`src/rtl/req_arb4.sv`:
```
// Four-requester round-robin arbiter driving the select of a 4:1 mux; owner holds until release or request drop.
// Optional watchdog forced release when ARB_TIMEOUT_EN is defined; the release input is named rel because release is a reserved word.
module req_arb4 #(
  parameter int MAX_HOLD = 15,
  parameter int CNT_W    = 4
) (
  input  logic       clk,
  input  logic       rst_n,
  input  logic [3:0] req,
  input  logic       rel,
  output logic [1:0] sel,
  output logic [3:0] grant,
  output logic       busy,
  output logic       timeout
);

  typedef enum logic {IDLE, GRANT} state_t;

  state_t     state, state_nx;
  logic [1:0] ptr, ptr_nx;
  logic [1:0] sel_nx;
  logic [3:0] grant_nx;
  logic [1:0] pick;

`ifdef ARB_TIMEOUT_EN
  logic [CNT_W-1:0] cnt, cnt_nx;
  logic             timeout_nx;
`endif

  // Scan from the farthest offset down so the set bit closest to ptr wins.
  always_comb begin
    pick = ptr;
    for (int i = 3; i >= 0; i--) begin
      if (req[ptr + 2'(i)]) pick = ptr + 2'(i);
    end
  end

  always_comb begin
    state_nx = state;
    ptr_nx   = ptr;
    sel_nx   = sel;
    grant_nx = grant;
`ifdef ARB_TIMEOUT_EN
    cnt_nx     = cnt;
    timeout_nx = 1'b0;
`endif
    case (state)
      IDLE: begin
        if (req != 4'b0000) begin
          sel_nx   = pick;
          grant_nx = 4'b0001 << pick;
          state_nx = GRANT;
`ifdef ARB_TIMEOUT_EN
          cnt_nx   = '0;
`endif
        end
      end
      GRANT: begin
        // A voluntary end always beats the watchdog, so timeout stays low then.
        if (rel || !req[sel]) begin
          grant_nx = 4'b0000;
          ptr_nx   = sel + 2'd1;
          state_nx = IDLE;
        end
`ifdef ARB_TIMEOUT_EN
        else if (cnt == CNT_W'(MAX_HOLD - 1)) begin
          grant_nx   = 4'b0000;
          ptr_nx     = sel + 2'd1;
          state_nx   = IDLE;
          timeout_nx = 1'b1;
        end else begin
          cnt_nx = cnt + 1'b1;
        end
`endif
      end
      default: state_nx = IDLE;
    endcase
  end

  always_ff @(posedge clk or negedge rst_n) begin
    if (!rst_n) begin
      state <= IDLE;
      ptr   <= 2'd0;
      sel   <= 2'd0;
      grant <= 4'b0000;
    end else begin
      state <= state_nx;
      ptr   <= ptr_nx;
      sel   <= sel_nx;
      grant <= grant_nx;
    end
  end

`ifdef ARB_TIMEOUT_EN
  always_ff @(posedge clk or negedge rst_n) begin
    if (!rst_n) begin
      cnt     <= '0;
      timeout <= 1'b0;
    end else begin
      cnt     <= cnt_nx;
      timeout <= timeout_nx;
    end
  end
`else
  assign timeout = 1'b0;
`endif

  assign busy = (state == GRANT);

endmodule
```
`config.mk`:
```
export PLATFORM = sky130hd
export DESIGN_NAME = req_arb4
export DESIGN_NICKNAME = d
export VERILOG_FILES = /design/src/rtl/req_arb4.sv
export SDC_FILE = /design/constraint.sdc
export NUM_CORES = 1
export LEC_CHECK = 0
export ABC_CLOCK_PERIOD_IN_PS = 1700
export CORE_MARGIN = 2
export CORE_UTILIZATION = 25
export CTS_BUF_LIST = sky130_fd_sc_hd__clkbuf_8
export DETAILED_ROUTE_END_ITERATION = 7
export PLACE_DENSITY_LB_ADDON = 0.15
export SYNTH_ARGS = -nofsm -noshare
export SYNTH_HDL_FRONTEND = slang
export SYNTH_SLANG_ARGS = --single-unit
```
`constraint.sdc`:
```
create_clock -name clk -period 1.7 [get_ports clk]
set_clock_uncertainty 0.05 [all_clocks]
set_input_delay 0.51 -clock clk [delete_from_list [all_inputs] [get_ports clk]]
set_output_delay 0.51 -clock clk [all_outputs]
set_load 0.005 [all_outputs]
```
==> qor.txt, run 1 <==
Status -> complete, no violations
Yosys cell types -> 27
Vias -> 475
Core area -> 1960 um^2
WP data arrival -> 1.08 ns
Total CTS buffers -> 3
WL per Instance -> 12.1 um
CTS root buffer -> clkbuf_8
Cts hold-fix bufs -> 0
RSZ-0062 raised after global routing -> false
Pre-antenna DRT Iters -> 3
Max-cap violations -> 0
CP Capture Type -> output port
WL final -> 1260 um
Die Y -> 49.4 um
CTS max path bufs -> 2
RD Place Congestion -> 0.754
CP bufs+invs -> 1
Leading post-synthesis cells by cell area -> dfrtp_1 44%, nor2b_1 4.9%, mux4_2 4.4%, a32o_1 3.9%, a21oi_4 3.2%
Filler cell count -> 224
# clock sinks -> 9
Cells after Synth -> 47
Delay-heaviest family, CP -> buffers and inverters
Yosys warnings -> 0
Port Buffers -> 13
Static Leak -> 0.372 nW
CTS tree -> built
Max VDD drop -> 0.695 mV
Register area share after synthesis -> 43.7%
Max FO, Critical Path -> 2
Max Clk Rate -> 0.609 GHz
Die area -> 2440 um^2
Post-synth top area cell -> dfrtp_1
Cell depth of the worst setup path -> 1
Post-route ant nets -> 0
Clk_lat worst skew -> 0.23 ns
Slowest cell on the critical path -> clkdlybuf4s50_1
Antenna Cells -> 0
Core Rows -> 16
Final #Nets -> 85
Mean Syn Cell Area -> 11.0 um^2
Synth top area share -> 43.7%
Worst path cell trace -> clkdlybuf4s50_1
Hold Crit Class -> reg -> reg
Starting Density -> 26.3%
Worst hold path stage count -> 1
Gr usage total -> 12.0%
Synth Cell Area -> 515 um^2
Critical path type -> reg -> out
Final setup fails -> 0
DR iter-0 viols -> 2
Vias in the first global route -> 509
Power Total -> 1.42 mW
Hpwl dp -> 988 um
Width of the die -> 49.4 um
Slew Limit Fails -> 0
Largest net degree at the start of global routing -> 10
Critical Path RT -> 1.14 ns
Hold WS -> 0.431 ns
Ports -> 15
Final Cycle Share -> 96.6%
Clock-pin slew on the worst setup and hold paths -> 0.04 ns
R2R cell count -> 4
Synthesized flop and latch total -> 9
Share of cells above drive strength 1 -> 40.3%
Mapped Nets -> 54
DRC violations left -> 0
First-pass GRT wire length -> 2220 um
Final hold vios -> 0
Initial antenna violation count -> 0
Vias/cell -> 4.57
H-Tree Depth -> 1
Critical path's largest stage delay -> 0.51 ns
Layout area overhead -> 58.3%
CP startpoint kind -> register
Final Critical Period -> 1.64 ns
Grt total ovfl -> 0
Pwr/cell area -> 1750 nW/um^2
-- layout by cell type (no fill, tap or decap), types with 2 or more instances in the layout --
master and instances:
a21oi_1 3, a32o_1 2, buf_4 14, clkbuf_2 4
clkbuf_8 3, clkdlybuf4s50_1 8, dfrtp_1 9, inv_1 3
nor2_1 3, nor2_2 2, nor2b_1 4, o21ai_0 2
o31ai_1 2
-- worst paths after layout --
kind	from	endpoint	slack (ns)
max in group asynchronous	rst_n	busy	0.79
hold / removal	grant[0]	grant[0]	0.43
min in group asynchronous	rst_n	grant[0]	0.53
hold reg to reg	grant[0]	grant[0]	0.43
setup reg to reg	sel[0]	grant[3]	0.14
setup / recovery	grant[1]	grant[1]	0.06
-- state kept, by name, indices dropped and copies added, names as in the netlist --
name	flops
busy	1
grant	4
ptr	2
sel	2
-- power breakdown --
group / switching [mW] / leakage [nW] / internal (mW)
Clock: 0.0785 / 0.0269 / 0.157
Combinational: 0.316 / 0.235 / 0.469
Sequential: 0.0815 / 0.110 / 0.322
Total: 0.476 / 0.372 / 0.948
-- Yosys cell counts --
master / n
a32o_1: 2
mux2_2: 1
inv_1: 2
o31ai_1: 2
nand3b_1: 1
buf_4: 1
dfrtp_1: 9
or3_1: 1
o21ba_1: 1
o2bb2ai_2: 1
nor2_2: 2
xnor2_1: 1
o21a_1: 1
a211oi_1: 1
a21oi_1: 3
or4b_4: 1
o2bb2ai_1: 1
mux4_2: 1
nand2_1: 1
a21oi_4: 1
nor4_1: 1
nor3_1: 1
o21ai_0: 2
o31ai_2: 1
nor2b_1: 4
nor2_1: 3
conb_1: 1
-- through the flow --
step	setup WS [ns]	TNS [ns]	cell area [um^2]	utilization [%]	std cells
5_1_grt	0.00756	0	816	41.6	104
6_report	0.0572	0	816	41.6	104
3_5_place_dp	-0.493	-3.97	739	37.7	95
4_1_cts	-0.00414	-0.00815	812	41.4	103
2_1_floorplan	0.0484	0	515	-	47
3_3_place_gp	-0.505	-4.07	739	37.7	95
-- cell families after synthesis --
logic type / after synthesis / synth area share (%)
and+or+nand+nor: 15 / 17.7
xor gates and xnor gates: 1 / 1.70
buffers and inverters: 3 / 2.91
other: 1 / 0.727
AOI/OAI and AO/OA: 16 / 26.7
muxes: 2 / 6.55
DFF: 9 / 43.7
-- what timing repair did --
action | CTS | global route
cloned | 0 | 0
endpoints found under the hold margin | 0 | 0
pin swaps | 3 | 1
gates resized for setup | 6 | 9
buffers inserted | 4 | 1
setup endpoints to repair | 11 | 9
-- area by class of cell --
type,instances,area [um^2],share of cell area (%)
Timing Repair Buffer,27,218,26.7
Sequential cell,9,225,27.6
Clock buffer,3,41.3,5.06
Tap cell,27,33.8,4.14
Inverter,2,7.51,0.920
Multi-Input combinational cell,35,287,35.1
Clock inverter,1,3.75,0.460
-- layer usage --
layer,global-route usage [%],vias up,part of all wire (%)
met4,5.56,0,1.7
met1,15.0,224,46
li1,-,237,-
met2,19.4,12,49
met3,2.76,2,3.6
met5,0,-,0
Power figures use the tool's default switching activity.
==> inputs of run 2 (changes only) <==
--- a/config.mk
+++ b/config.mk
@@ -5,10 +5,12 @@
 export SDC_FILE = /design/constraint.sdc
 export NUM_CORES = 1
 export LEC_CHECK = 0
+export ABC_AREA = 1
 export ABC_CLOCK_PERIOD_IN_PS = 1700
 export CORE_MARGIN = 2
 export CORE_UTILIZATION = 25
 export CTS_BUF_LIST = sky130_fd_sc_hd__clkbuf_8
+export CTS_CLUSTER_SIZE = 25
 export DETAILED_ROUTE_END_ITERATION = 7
 export PLACE_DENSITY_LB_ADDON = 0.15
 export SYNTH_ARGS = -nofsm -noshare
==> qor.txt, run 2 <==
Mean Syn Cell Area -> 6.54 um^2 (-40%)
Mapped Nets -> 107 (+98%)
Share of cells above drive strength 1 -> 24.4% (-16 points)
DR top layer -> met4
Hold Crit Class -> reg -> reg
Met1 Wirelength -> 739 um (+28%)
Count leader, synth -> nand2_1
Switching pwr -> 834 uW (+75%)
CP Capture Type -> output port
Final Critical Period -> 1.65 ns (+0.00226 ns)
Largest net degree at the start of global routing -> 10 (unchanged)
Width of the die -> 55.2 um (+12%)
Routed met3 length -> 41 um (-8.9%)
Synthesized flop and latch total -> 9 (unchanged)
Largest Register -> grant
Clk_lat worst skew -> 0.23 ns (about the same)
Biggest regs -> grant: 4 flops, ptr: 2 flops, sel: 2 flops
Critical path type -> reg -> out
Register area share after synthesis -> 34.4% (-9.3 points)
RD Place Congestion -> 0.754 (about the same)
EDFF count, synth -> 0 (unchanged)
Sequential power share -> 21.5% (-6.8 points)
Gr usage total -> 12.5% (+0.59 points)
Synth cell count leaders -> 42 x nand2_1, 10 x inv_1, 9 x dfrtp_1, 8 x nand2_2
Delay-heaviest family, CP -> buffers and inverters
Status -> complete, no violations
Static Leak -> 0.495 nW (+33%)
Final setup fails -> 0 (unchanged)
Placed Cells -> 147 (+55%)
CTS tree -> built
Initial antenna violation count -> 0 (unchanged)
Post-route ant nets -> 0 (unchanged)
Pre-antenna DRT Iters -> 4 (+1)
Largest register FFs -> 4 (unchanged)
Final Cycle Share -> 96.8% (+0.13 points)
Total CTS buffers -> 3 (unchanged)
Yosys warnings -> 0 (unchanged)
Most common flop cell mapped by yosys -> dfrtp_1
Hpwl dp -> 1220 um (+23%)
Comb power frac -> 65.5% (+10 points)
CP startpoint kind -> register
Internal power -> 1.00 mW (+5.6%)
Port Buffers -> 13 (unchanged)
CTS root buffer -> clkbuf_8
Core area -> 2480 um^2 (+26%)
Max VDD drop -> 1.13 mV (+63%)
Most frequent cells in the layout -> 42 x nand2_1, 9 x inv_1, 9 x clkdlybuf4s50_1
Switching fraction of total power -> 45.5% (+12 points)
Final cell count without fillers -> 153 (+47%)
DR iter-0 viols -> 25 (+23)
Max FO, Critical Path -> 2 (unchanged)
Slew Limit Fails -> 0 (unchanged)
Leading post-synthesis cells by cell area -> dfrtp_1 34%, nand2_1 24%, nand2_2 7.6%, inv_1 5.7%, nand3_1 4.6%
Synth top area share -> 34.4% (-9.3 points)
Pwr/cell area -> 2000 nW/um^2 (+14%)
Max-cap violations -> 0 (unchanged)
Vias in the first global route -> 633 (+24%)
# clock sinks -> 9 (unchanged)
Final core occ -> 37.1% (-4.5 points)
H-Tree Depth -> 1 (unchanged)
Ys async rst share -> 100% (unchanged)
Critical Path RT -> 1.14 ns (about the same)
Post-synth top area cell -> dfrtp_1
Ports -> 15 (unchanged)
CTS max path bufs -> 2 (unchanged)
WL final -> 1500 um (+19%)
Grt total ovfl -> 0 (unchanged)
WL per Instance -> 9.83 um (-19%)
WP data arrival -> 1.09 ns (about the same)
DRC violations left -> 0 (unchanged)
Clock-pin slew on the worst setup and hold paths -> 0.04 ns (about the same)
Max Clk Rate -> 0.608 GHz (-0.14%)
Vias -> 670 (+41%)
Clock power share -> 13.1% (-3.4 points)
Yosys cell types -> 21 (-22%)
Worst path cell trace -> clkdlybuf4s50_1
Final hold vios -> 0 (unchanged)
CP bufs+invs -> 1 (unchanged)
Met2 wire length -> 699 um (+13%)
Critical path's largest stage delay -> 0.51 ns (about the same)
Slowest cell on the critical path -> clkdlybuf4s50_1
First-pass GRT wire length -> 2720 um (+22%)
Final #Nets -> 131 (+54%)
Starting Density -> 26.4% (+0.14 points)
Core Rows -> 18 (+2)
Die area -> 3040 um^2 (+25%)
Die Y -> 55.2 um (+12%)
Filler cell count -> 282 (+26%)
Cts hold-fix bufs -> 0 (unchanged)
Commonest non-fill, non-tap cell in the layout -> nand2_1
Layout area overhead -> 40.3%
Antenna Cells -> 0 (unchanged)
Synth Cell Area -> 654 um^2 (+27%)
Vias/cell -> 4.38 (-4.1%)
Cells after Synth -> 100 (+110%)
run 2: changes by cell type in the layout (fill, tap and decap cells not counted), moves of 5 or more:
| cell | before | now |
|---|---|---|
| nand2_1 | 1 | 42 |
| nand2_2 | 0 | 8 |
| buf_4 | 14 | 8 |
| inv_1 | 3 | 9 |
| nand3_1 | 0 | 6 |
| inv_2 | 0 | 5 |
run 2: what timing repair did:
item	CTS	global route
setup endpoints to repair	8	6
pin swaps	1	0
gates resized for setup	8	2
buffers inserted	2	0
run 2: worst paths after layout:
check	start	end	slack [ns]	depth (start not counted)
setup / recovery	grant[3]	grant[3]	0.05	1
hold / removal	grant[0]	grant[0]	0.42	2
setup reg to reg	ptr[0]	grant[0]	0.20	9
hold reg to reg	grant[0]	grant[0]	0.42	2
max in group asynchronous	rst_n	ptr[0]	0.75	1
min in group asynchronous	rst_n	grant[1]	0.53	1
run 2: kinds of logic (layout without fill, tap and decap cells):
kind of cell | Yosys count | after routing | share of synthesized area (%)
compound gates | 12 | 12 | 10.3
xor+xnor | 1 | 1 | 1.34
buf+inv | 15 | 38 | 10.3
flops | 9 | 9 | 34.4
other cells | 1 | 1 | 0.573
simple gates | 62 | 62 | 43.0
run 2: layout make-up:
cell class                 instances  area [um^2]  share of cell area, %
clock buffer                       3         41.3                   4.50
clock inverter                     1         3.75                  0.409
inverter                          13         48.8                   5.31
multi-input combinational         76          375                   40.9
sequential                         9          226                   24.7
tap                               30         37.5                   4.09
timing repair buffer              21          185                   20.2
run 2: per-stage QoR:
step	cell area (um^2)	TNS (ns)	worst slack [ns]	power, mW	hold slack, ns
after floorplan	654	0	0.320	1.18	0.164
after global placement	848	-2.63	-0.391	1.55	0.418
after detailed placement	848	-2.59	-0.381	1.55	0.415
after CTS	917	0	0.0449	1.85	0.428
after global routing	918	-0.0497	-0.0228	2.05	0.444
final	918	0	0.0549	1.83	0.423
run 2: per-layer routing:
metal / GRT usage, % / vias to the layer above
li1: - / 360
met3: 1.88 / 4
met1: 17.3 / 295
met4: 6.10 / 0
met5: 0 / -
met2: 19.0 / 11
run 2: power by group through the flow:
stage	logic, mW	registers (mW)	clock network (mW)
5_1_grt	1.39	0.410	0.254
2_1_floorplan	0.778	0.397	0
6_report	1.20	0.394	0.239
3_3_place_gp	1.15	0.407	0
4_1_cts	1.21	0.391	0.246
3_5_place_dp	1.14	0.406	0
